===== src/rtl/dmem_arbiter_pkg.sv =====
// Shared types for the data-memory arbiter: bus command/size encodings,
// the FU memory packet, the arbiter FSM states and a small index helper.
package dmem_arbiter_pkg;

    localparam int XLEN = 32;

    typedef enum logic [1:0] {
        BUS_NONE  = 2'h0,
        BUS_LOAD  = 2'h1,
        BUS_STORE = 2'h2
    } BUS_COMMAND;

    typedef enum logic [1:0] {
        BYTE   = 2'h0,
        HALF   = 2'h1,
        WORD   = 2'h2,
        DOUBLE = 2'h3
    } MEM_SIZE;

    typedef struct packed {
        BUS_COMMAND      command;
        logic [XLEN-1:0] addr;
        logic [XLEN-1:0] data;
        MEM_SIZE         size;
    } FU_MEM_PACKET;

    typedef enum logic [1:0] {
        IDLE = 2'h0,
        REQ  = 2'h1,
        WAIT = 2'h2,
        DONE = 2'h3
    } DMEM_ARB_STATE;

    // Next requester index after idx, wrapping at n.
    function automatic int wrap_inc(input int idx, input int n);
        return (idx + 1 >= n) ? 0 : idx + 1;
    endfunction

endpackage


===== src/rtl/dmem_arbiter_if.sv =====
// FU-side request/ack signals and the single data-memory port, bundled.
// master = the arbiter, slave = the environment (FUs + memory).
interface dmem_arbiter_if #(
    parameter int NUM_REQ = 2,
    parameter int TAG_W   = 4
) ();
    import dmem_arbiter_pkg::*;

    logic [NUM_REQ-1:0]               mem_req;
    FU_MEM_PACKET [NUM_REQ-1:0]       fu_mem_packet;
    logic [NUM_REQ-1:0]               mem_ack;
    logic [XLEN-1:0]                  Dmem2proc_data_out;

    BUS_COMMAND                       proc2Dmem_command;
    logic [XLEN-1:0]                  proc2Dmem_addr;
    logic [XLEN-1:0]                  proc2Dmem_data;
    MEM_SIZE                          proc2Dmem_size;
    logic [TAG_W-1:0]                 Dmem2proc_response;
    logic [XLEN-1:0]                  Dmem2proc_data;
    logic [TAG_W-1:0]                 Dmem2proc_tag;

    modport master (
        input  mem_req, fu_mem_packet,
        input  Dmem2proc_response, Dmem2proc_data, Dmem2proc_tag,
        output mem_ack, Dmem2proc_data_out,
        output proc2Dmem_command, proc2Dmem_addr, proc2Dmem_data, proc2Dmem_size
    );

    modport slave (
        output mem_req, fu_mem_packet,
        output Dmem2proc_response, Dmem2proc_data, Dmem2proc_tag,
        input  mem_ack, Dmem2proc_data_out,
        input  proc2Dmem_command, proc2Dmem_addr, proc2Dmem_data, proc2Dmem_size
    );

endinterface


===== src/rtl/dmem_arbiter_rr.sv =====
// rr_arbiter: combinational round-robin picker. Searches upward from ptr
// (wrapping) and returns a one-hot grant, its index and an any-grant flag.
// Kept generic so it can be reused for CDB arbitration.
module rr_arbiter #(
    parameter int NUM_REQ = 2,
    parameter int IDX_W   = $clog2(NUM_REQ)
) (
    input  logic [NUM_REQ-1:0] req,
    input  logic [IDX_W-1:0]   ptr,
    output logic [NUM_REQ-1:0] grant,
    output logic [IDX_W-1:0]   idx,
    output logic               valid
);

    // First requester at or after ptr, in circular order, wins.
    always_comb begin
        int c;
        c     = 0;
        grant = '0;
        idx   = '0;
        valid = 1'b0;
        for (int i = 0; i < NUM_REQ; i++) begin
            c = int'(ptr) + i;
            if (c >= NUM_REQ) c = c - NUM_REQ;
            if (!valid && req[c]) begin
                valid    = 1'b1;
                grant[c] = 1'b1;
                idx      = IDX_W'(c);
            end
        end
    end

endmodule


===== src/rtl/dmem_arbiter.sv =====
// dmem_arbiter: grants the single data-memory port to one of NUM_REQ
// load/store FUs at a time, tracks the load tag and pulses mem_ack to the
// winner. Optional macro DMEM_ARB_FIXED_PRIO_EN: fixed priority (highest
// index wins) instead of round robin; no rr pointer in that build.
module dmem_arbiter
    import dmem_arbiter_pkg::*;
#(
    parameter int NUM_REQ = 2,
    parameter int TAG_W   = 4
) (
    input logic            clock,
    input logic            reset,
    dmem_arbiter_if.master bus
);

    localparam int IDX_W = $clog2(NUM_REQ);

    DMEM_ARB_STATE      state, state_next;
    FU_MEM_PACKET       pkt;
    logic [NUM_REQ-1:0] win_oh;
    logic [NUM_REQ-1:0] ack, ack_prev;
    logic [TAG_W-1:0]   tag;
    logic [XLEN-1:0]    data_out;
    logic               tag_hit;

    logic [NUM_REQ-1:0] grant_oh;
    logic [IDX_W-1:0]   grant_idx;
    logic               grant_vld;

`ifdef DMEM_ARB_FIXED_PRIO_EN
    // Highest index wins. The cycle right after an ack cannot tell a live
    // request from a stale one, so no grant is made then rather than let a
    // lower index jump ahead of the (possibly still requesting) top index.
    always_comb begin
        grant_oh  = '0;
        grant_idx = '0;
        grant_vld = 1'b0;
        if (ack_prev == '0) begin
            for (int i = 0; i < NUM_REQ; i++) begin
                if (bus.mem_req[i]) begin
                    grant_vld = 1'b1;
                    grant_idx = IDX_W'(i);
                end
            end
            if (grant_vld) grant_oh[grant_idx] = 1'b1;
        end
    end
`else
    logic [IDX_W-1:0]   rr_ptr;
    logic [IDX_W-1:0]   winner;
    logic [NUM_REQ-1:0] eligible;

    // Requesters acked last cycle may still show a stale mem_req; mask them.
    always_comb eligible = bus.mem_req & ~ack_prev;

    rr_arbiter #(.NUM_REQ(NUM_REQ), .IDX_W(IDX_W)) u_rr (
        .req   (eligible),
        .ptr   (rr_ptr),
        .grant (grant_oh),
        .idx   (grant_idx),
        .valid (grant_vld)
    );

    // Round-robin pointer moves past the winner once its transaction ends.
    always_ff @(posedge clock) begin
        if (reset) begin
            rr_ptr <= '0;
            winner <= '0;
        end else begin
            if (state == IDLE && grant_vld) winner <= grant_idx;
            if (state == DONE) rr_ptr <= IDX_W'(wrap_inc(int'(winner), NUM_REQ));
        end
    end
`endif

    // A zero latched tag never matches, so stale returns after reset are inert.
    always_comb tag_hit = (bus.Dmem2proc_tag == tag) && (tag != '0);

    // Next-state: grant, retry until accepted, wait for load data, ack.
    always_comb begin
        state_next = state;
        case (state)
            IDLE: if (grant_vld) state_next = REQ;
            REQ:  if (bus.Dmem2proc_response != '0)
                      state_next = (pkt.command == BUS_LOAD) ? WAIT : DONE;
            WAIT: if (tag_hit) state_next = DONE;
            DONE: state_next = IDLE;
            default: state_next = IDLE;
        endcase
    end

    // State, latched request, load tag and returned data.
    always_ff @(posedge clock) begin
        if (reset) begin
            state    <= IDLE;
            pkt      <= '0;
            win_oh   <= '0;
            tag      <= '0;
            data_out <= '0;
            ack_prev <= '0;
        end else begin
            state    <= state_next;
            ack_prev <= ack;
            if (state == IDLE && grant_vld) begin
                pkt    <= bus.fu_mem_packet[grant_idx];
                win_oh <= grant_oh;
            end
            if (state == REQ && bus.Dmem2proc_response != '0 && pkt.command == BUS_LOAD)
                tag <= bus.Dmem2proc_response;
            if (state == WAIT && tag_hit) data_out <= bus.Dmem2proc_data;
            if (state == DONE) tag <= '0;
        end
    end

    // Outputs decode from registered state only; command is live only in REQ.
    always_comb begin
        ack                    = (state == DONE) ? win_oh : '0;
        bus.mem_ack            = ack;
        bus.Dmem2proc_data_out = data_out;
        bus.proc2Dmem_command  = (state == REQ) ? pkt.command : BUS_NONE;
        bus.proc2Dmem_addr     = pkt.addr;
        bus.proc2Dmem_data     = pkt.data;
        bus.proc2Dmem_size     = pkt.size;
    end

endmodule


===== src/flat_wrapper.sv =====
// flat-port wrapper written by rule: the top's interface ports become plain ports
module dmem_arbiter_flat import dmem_arbiter_pkg::*;
#(
    parameter int NUM_REQ = 2,
    parameter int TAG_W   = 4
)
  (clock, reset, bus_mem_req, bus_fu_mem_packet, bus_Dmem2proc_response, bus_Dmem2proc_data, bus_Dmem2proc_tag, bus_mem_ack, bus_Dmem2proc_data_out, bus_proc2Dmem_command, bus_proc2Dmem_addr, bus_proc2Dmem_data, bus_proc2Dmem_size);
  dmem_arbiter_if #(.NUM_REQ(NUM_REQ), .TAG_W(TAG_W)) bus_i ();
  input logic clock;
  input logic reset;
  input wire logic [$bits(bus_i.mem_req)-1:0] bus_mem_req;
  input wire logic [$bits(bus_i.fu_mem_packet)-1:0] bus_fu_mem_packet;
  input wire logic [$bits(bus_i.Dmem2proc_response)-1:0] bus_Dmem2proc_response;
  input wire logic [$bits(bus_i.Dmem2proc_data)-1:0] bus_Dmem2proc_data;
  input wire logic [$bits(bus_i.Dmem2proc_tag)-1:0] bus_Dmem2proc_tag;
  output wire logic [$bits(bus_i.mem_ack)-1:0] bus_mem_ack;
  output wire logic [$bits(bus_i.Dmem2proc_data_out)-1:0] bus_Dmem2proc_data_out;
  output wire logic [$bits(bus_i.proc2Dmem_command)-1:0] bus_proc2Dmem_command;
  output wire logic [$bits(bus_i.proc2Dmem_addr)-1:0] bus_proc2Dmem_addr;
  output wire logic [$bits(bus_i.proc2Dmem_data)-1:0] bus_proc2Dmem_data;
  output wire logic [$bits(bus_i.proc2Dmem_size)-1:0] bus_proc2Dmem_size;
  assign bus_i.mem_req = bus_mem_req;
  assign bus_i.fu_mem_packet = bus_fu_mem_packet;
  assign bus_i.Dmem2proc_response = bus_Dmem2proc_response;
  assign bus_i.Dmem2proc_data = bus_Dmem2proc_data;
  assign bus_i.Dmem2proc_tag = bus_Dmem2proc_tag;
  assign bus_mem_ack = bus_i.mem_ack;
  assign bus_Dmem2proc_data_out = bus_i.Dmem2proc_data_out;
  assign bus_proc2Dmem_command = bus_i.proc2Dmem_command;
  assign bus_proc2Dmem_addr = bus_i.proc2Dmem_addr;
  assign bus_proc2Dmem_data = bus_i.proc2Dmem_data;
  assign bus_proc2Dmem_size = bus_i.proc2Dmem_size;
  dmem_arbiter #(.NUM_REQ(NUM_REQ), .TAG_W(TAG_W)) u_core (.clock(clock), .reset(reset), .bus(bus_i));
endmodule

===== config.mk =====
export PLATFORM = sky130hd
export DESIGN_NAME = dmem_arbiter_flat
export DESIGN_NICKNAME = d
export VERILOG_FILES = /design/src/rtl/dmem_arbiter_pkg.sv /design/src/rtl/dmem_arbiter_if.sv /design/src/rtl/dmem_arbiter_rr.sv /design/src/rtl/dmem_arbiter.sv /design/src/flat_wrapper.sv
export SDC_FILE = /design/constraint.sdc
export NUM_CORES = 1
export LEC_CHECK = 0
export BUFFER_PORTS_ARGS = -buffer_cell sky130_fd_sc_hd__clkbuf_2
export CAP_MARGIN = 40
export CORE_MARGIN = 8
export CORE_UTILIZATION = 40
export DETAILED_ROUTE_END_ITERATION = 12
export MAX_ROUTING_LAYER = met4
export PLACE_DENSITY = 0.75
export SYNTH_ARGS = -nofsm -noshare
export SYNTH_HDL_FRONTEND = slang
export SYNTH_SLANG_ARGS = --single-unit

===== constraint.sdc =====
create_clock -name clock -period 2.5 [get_ports clock]
set_input_delay 0 -clock clock [delete_from_list [all_inputs] [get_ports clock]]
set_output_delay 0 -clock clock [all_outputs]
set_load 0.005 [all_outputs]

Word level (Yosys, flattened, before mapping)
Index checks and enable logic that the tools add are counted.

Register bits: 112. Input bits: 180. Output and inout port bits: 102. Logic and storage cells: 76.

Add/subtract/negate cells: 4. Order comparisons: 8. Eq/ne operators: 8. Mux-type cells: 28. Bitwise gates (word level): 3. Reductions and logical operators: 14.

Operators by type and width (number): 68-bit 2-to-1 mux (2); 32-bit by 1-bit greater-or-equal comparator with 1-bit output, second input constant (2); 32-bit by 3-bit < comparator with 1-bit output, second input constant (2); 32-bit 2-to-1 mux (2); 1-bit 2-to-1 mux (14); 2-bit 2-to-1 mux (7); 1-bit logical AND (8); 2-bit one-hot mux with 4 select lines (1); 4-bit nonzero test (2); 2-bit by 1-bit != test with 1-bit output, second input constant (3); 1-bit by 1-bit adder with 2-bit output, second input constant (2); 2-bit by 1-bit == test with 1-bit output, second input constant (2); 2-bit == test, second input constant (2); 4-bit == test (1); 2-bit greater-or-equal comparator, second input constant (2); 3-bit AND reduction (1); 1-bit by 2-bit subtractor with 3-bit output, second input constant (1); 2-bit by 2-bit subtractor with 3-bit output, second input constant (1); 2-bit AND (1); 1-bit demux with 1-bit select (2); 1-bit by 2-bit greater-or-equal comparator with 1-bit output, second input constant (1); 2-bit zero test (1); 1-bit by 2-bit < comparator with 1-bit output, second input constant (1); 2-bit inverter (1); 3 further kinds (3).

Depth between registers and ports, before layout
Depth after elaboration: 11. Gate-level depth with buffers: 7. Gate-level depth less buffers: 6.

By module
Synthesis repeated with hierarchy kept, for this count alone.

Cell total of the unflattened synthesis: 592. Area total of the unflattened synthesis: 5630.4 um^2.

By module, submodules not included: dmem_arbiter (instances 1, cells each 587, area each 5597.9 um^2, sequential area each 2242.2 um^2); rr_arbiter (instances 1, cells each 5, area each 32.5 um^2, sequential area each 0.0 um^2).

Least setup slack after synthesis
No wires, ideal clock.

Kind: reg2reg. Start point: reg u_core.state[0]. End point: reg u_core.state[0]. Setup time: 71 ps. Arrival: 1523 ps. Required time: 2429 ps. Slack: 906 ps. Cell stages (with the launch flop): 6. Buffers on the path: 0. Clock period less this slack: 1594 ps. Cell sequence: dfxtp_1 > inv_1 > ha_1 > a32o_1 > or4_1 > a21oi_1.

Longest elaborated chain between the ends: 3. Elaborated cells on any way between the ends: 9. Classes of those cells: eq/ne (6); mux (1); reduce/logical (2).

RTL lines: start, declared (line dmem_arbiter.sv:18) `DMEM_ARB_STATE state, state_next;`; start signal, assigned (line dmem_arbiter.sv:102) `state <= state_next;`; 2-bit by 1-bit == test with 1-bit output (tied with other cells) (line dmem_arbiter.sv:82) `case (state)`; 2-bit by 1-bit != test with 1-bit output (no line); 3-bit AND reduction (no line).

Parallel ways exist; a longest one is shown, timed or not. A chain may end at the register's enable or synchronous reset.

Final worst setup path
Start point: reg u_core.ack_prev[0]. End point: reg u_core.pkt (netlist bit u_core.bus.proc2Dmem_data[9]).

Longest elaborated chain between the ends: 11. Elaborated cells on any way between the ends: 17. Classes of those cells: mux (12); bitwise (2); reduce/logical (3).

RTL lines: start, declared (line dmem_arbiter.sv:21) `logic [NUM_REQ-1:0] ack, ack_prev;`; start signal, assigned (line dmem_arbiter.sv:103) `ack_prev <= ack;`; 2-bit inverter (*) (line dmem_arbiter.sv:54) `always_comb eligible = bus.mem_req & ~ack_prev;`; 2-bit AND (*) (line dmem_arbiter.sv:54); 1-bit 2-to-1 mux (not written as such) (3 in a row) (line dmem_arbiter_rr.sv:25) `if (!valid && req[c]) begin`; 1-bit 2-to-1 mux (line dmem_arbiter_rr.sv:25); 1-bit zero test (line dmem_arbiter_rr.sv:25); 1-bit logical AND (line dmem_arbiter_rr.sv:25); 1-bit 2-to-1 mux (line dmem_arbiter_rr.sv:25); 68-bit 2-to-1 mux (not written as such) (2 in a row) (line dmem_arbiter.sv:105) `pkt <= bus.fu_mem_packet[grant_idx];`; end signal, assigned (line dmem_arbiter.sv:105); end, declared (line dmem_arbiter.sv:19) `FU_MEM_PACKET pkt;`.

Every way passes the cells marked *; elsewhere a longest branch is shown, timed or not. The select of a mux whose other input is x is not followed.

==> out/metrics.json <==
{
  "clock-sinks": {"value": 112},
  "timing.reg2reg.worst_path_depth": {"value": 6},
  "max_slew_violation_total_from_the_final_report": {"value": 0},
  "clockRootBuffer": {"value": "sky130_fd_sc_hd__clkbuf_16"},
  "worst-r2r-setup-slack": {"value": 0.18, "unit": "ns"},
  "clk_pin_slew_worst_paths": {"value": 0.08, "unit": "ns"},
  "ys_dominant_reg_cell": {"value": "sky130_fd_sc_hd__dfxtp_1"},
  "yosys.cell_types.count": {"value": 36},
  "min_period": {"value": 2.32, "unit": "ns"},
  "grt_max_degree": {"value": 117},
  "worstHoldPathCells": {"value": 3},
  "max-clock-path-buffers": {"value": 2},
  "htree_levels": {"value": 3},
  "setup.worst_path.start_class": {"value": "register"},
  "postSynth.asyncResetShare": {"value": 0},
  "drive_above_1_share": {"value": 0.342},
  "pwr_dens": {"value": 741, "unit": "nW/µm²"},
  "io_buffer_count": {"value": 281},
  "first_iter_violations": {"value": 196},
  "worst-setup-path-type": {"value": "register to register"},
  "endpoint_kind": {"value": "register"},
  "ys_seq_elements": {"value": 112},
  "route.detailed.drc": {"value": 0},
  "placementRows": {"value": 43},
  "layout.cell_area.non_filler": {"value": 8180, "unit": "µm²"},
  "maxcap_violations": {"value": 0},
  "synthesis.instances": {"value": 584},
  "detailroute.via_count": {"value": 5169},
  "grt_use_total": {"value": 0.200},
  "numCtsBuffers": {"value": 9},
  "finalWeightedCongestion": {"value": 0.778},
  "irDropWorstVdd": {"value": 433, "unit": "µV"},
  "drt_wl_total": {"value": 18000, "unit": "µm"},
  "routedWlPerCell": {"value": 16.6, "unit": "µm"},
  "maxSlewHeadroom": {"value": 0.419},
  "grt_remaining_overflow": {"value": 0},
  "cts_tree": {"value": "yes"},
  "post_dp_hpwl": {"value": 11400, "unit": "µm"},
  "place_area": {"value": 6590, "unit": "µm²"},
  "synth.cell_area": {"value": 5590, "unit": "µm²"},
  "syn_nets": {"value": 768},
  "rsz_0062_raised_after_global_routing": {"value": "no"},
  "mostFrequentLayoutCells": {"value": "280 x sky130_fd_sc_hd__clkbuf_2, 125 x sky130_fd_sc_hd__dlygate4sd3_1, 112 x sky130_fd_sc_hd__dfxtp_1"},
  "max_freq": {"value": 0.431, "unit": "GHz"},
  "die_w": {"value": 134, "unit": "µm"},
  "yosys_warnings": {"value": 0},
  "worstPathCellList": {"value": "nand2b_1, o21a_4, buf_4, mux2i_1, dlygate4sd3_1, a211oi_1"},
  "filler_cell_count": {"value": 1166},
  "detailedRoute.firstPassIterationCount": {"value": 6},
  "worst_path_max_delay_cell": {"value": "sky130_fd_sc_hd__dlygate4sd3_1"},
  "report.final.setup_viol": {"value": 0},
  "grt_pass1_wl": {"value": 28100, "unit": "µm"},
  "clock_insertion_delay_at_the_later_pin_of_the_skew_report": {"value": 0.36, "unit": "ns"},
  "worst_path_largest_cell_delay": {"value": 0.58, "unit": "ns"},
  "via_per_inst": {"value": 4.76},
  "post-route-period-util": {"value": 0.927},
  "boundaryPins": {"value": 282},
  "setup_buffers_after_cts": {"value": 0},
  "timing_worst_slew_pin_value": {"value": 0.872, "unit": "ns"},
  "finalSetupTns": {"value": 0, "unit": "ns"},
  "floorplan.initialDensity": {"value": 0.406},
  "hold_viol_final": {"value": 4},
  "final_net_count": {"value": 1083},
  "die_area": {"value": 18000, "unit": "µm²"},
  "crit_arrival": {"value": 2.58, "unit": "ns"},
  "critPathRequiredTime": {"value": 2.76, "unit": "ns"},
  "power_total": {"value": 6060, "unit": "µW"},
  "finalHoldWorstSlack": {"value": -0.0168, "unit": "ns"},
  "floorplan.core_area": {"value": 13800, "unit": "µm²"},
  "hp-class": {"value": "input port to register"},
  "critical_path_peak_fanout": {"value": 18},
  "mostFrequentLayoutCell": {"value": "sky130_fd_sc_hd__clkbuf_2"},
  "grt_pass1_vias": {"value": 5412},
  "die_height": {"value": 134, "unit": "µm"},
  "postSynthAreaPerCell": {"value": 9.57, "unit": "µm²"},
  "violated_checks": {"value": "negative hold slack"},
  "postRouteAntennaNets": {"value": 0},
  "final.setup_skew": {"value": 0.00934, "unit": "ns"},
  "power.static_leakage": {"value": 0.00368, "unit": "µW"},
  "syn2layout_area_growth": {"value": 46.4, "unit": "%"},
  "post_synth_edffs": {"value": 0},
  "grt_antenna_before_repair": {"value": 1},
  "status": {"value": "finished, violations left"},
  "synth.yosys.seq_area_share": {"value": 0.401}
}
cells in the mapped netlist (all sizes together), types with 3 or more instances:
cell    instances  area (µm²)
dfxtp         112        2240
mux2i         101        1010
buf            85         646
a211oi         70         538
nor2           70         263
nand2b         68         425
clkbuf         24        90.1
nor3            6        30.0
nand2           5        18.8
and2            4        25.0
ha              4        50.1
inv             4        15.0
a21oi           3        15.0
a22oi           3        22.5
and3b           3        26.3
xnor2           3        26.3
stage by stage:
stage	setup slack (ns)	std cells	utilization	hold slack, ns
after floorplan	0.906	584	-	0.155
after global placement	0.790	943	0.479	0.249
after detailed placement	0.685	943	0.479	0.252
after CTS	0.205	1083	0.593	0.000125
after global routing	0.0694	1085	0.594	0.00969
final	0.181	1085	0.594	-0.0168
what timing repair did:
item | 4_1_cts | 5_1_grt
hold endpoints to repair | 83 | 1
gates resized for setup | 0 | 0
hold buffers | 124 | 1
flip-flops by register name, summed over array words and instances, names as in the netlist, 2 cells and up:
signal,count
u_core.bus.proc2Dmem_data,32
u_core.bus.proc2Dmem_size,2
u_core.ack_prev,2
u_core.bus.Dmem2proc_data_out,32
u_core.state,2
u_core.tag,4
u_core.win_oh,2
u_core.pkt,2
u_core.bus.proc2Dmem_addr,32
power breakdown:
group	switching [µW]	total [µW]	internal, µW
logic	1110	2110	997
registers	209	2370	2160
clock network	675	1590	912
worst max-delay path: cells and delay by family, from the launching register on:
kind            cells  cell delay, ns
compound gates      2            0.58
buf+inv             2            0.95
flops               1            0.32
mux                 1            0.13
simple gates        1            0.23
path summary, 6_finish.rpt:
kind | startpoint | to
worst max-delay path | u_core.ack_prev[0] | u_core.bus.proc2Dmem_data[9]
worst min-delay path | bus_fu_mem_packet[96] | u_core.bus.proc2Dmem_data[26]
worst max register to register | u_core.ack_prev[0] | u_core.bus.proc2Dmem_data[9]
worst min register to register | u_core.winner | u_core.rr_ptr
area by class of cell:
type,instances,area [µm²],area share
clock buffers,10,239,0.0292
well taps,180,225,0.0275
inverters,4,15.0,0.00184
multi-input cells,359,2610,0.320
clock inverters,6,90.1,0.0110
repair buffers,413,2750,0.336
flip-flops and latches,112,2240,0.274
diodes,1,2.50,0.000306
cells by family (layout without fill, tap and decap cells):
kind of cell | count (synthesis) | after routing | synth area share
AO/OA/AOI/OAI | 88 | 88 | 0.120
AND/OR/NAND/NOR | 163 | 163 | 0.150
other | 0 | 1 | 0
XOR/XNOR | 3 | 3 | 0.00470
flip-flops | 112 | 112 | 0.401
buffers and inverters | 113 | 433 | 0.134
multiplexers | 101 | 101 | 0.181
adder cells (fa/ha/maj) | 4 | 4 | 0.00896
per-layer routing:
metal,vias up,GRT usage,part of all wire
met4,0,0.0749,0.023
met3,41,0.0692,0.081
met2,235,0.330,0.49
met1,2306,0.218,0.40
li1,2587,-,-
met5,-,-,0
(Power assumes the default switching activity.)
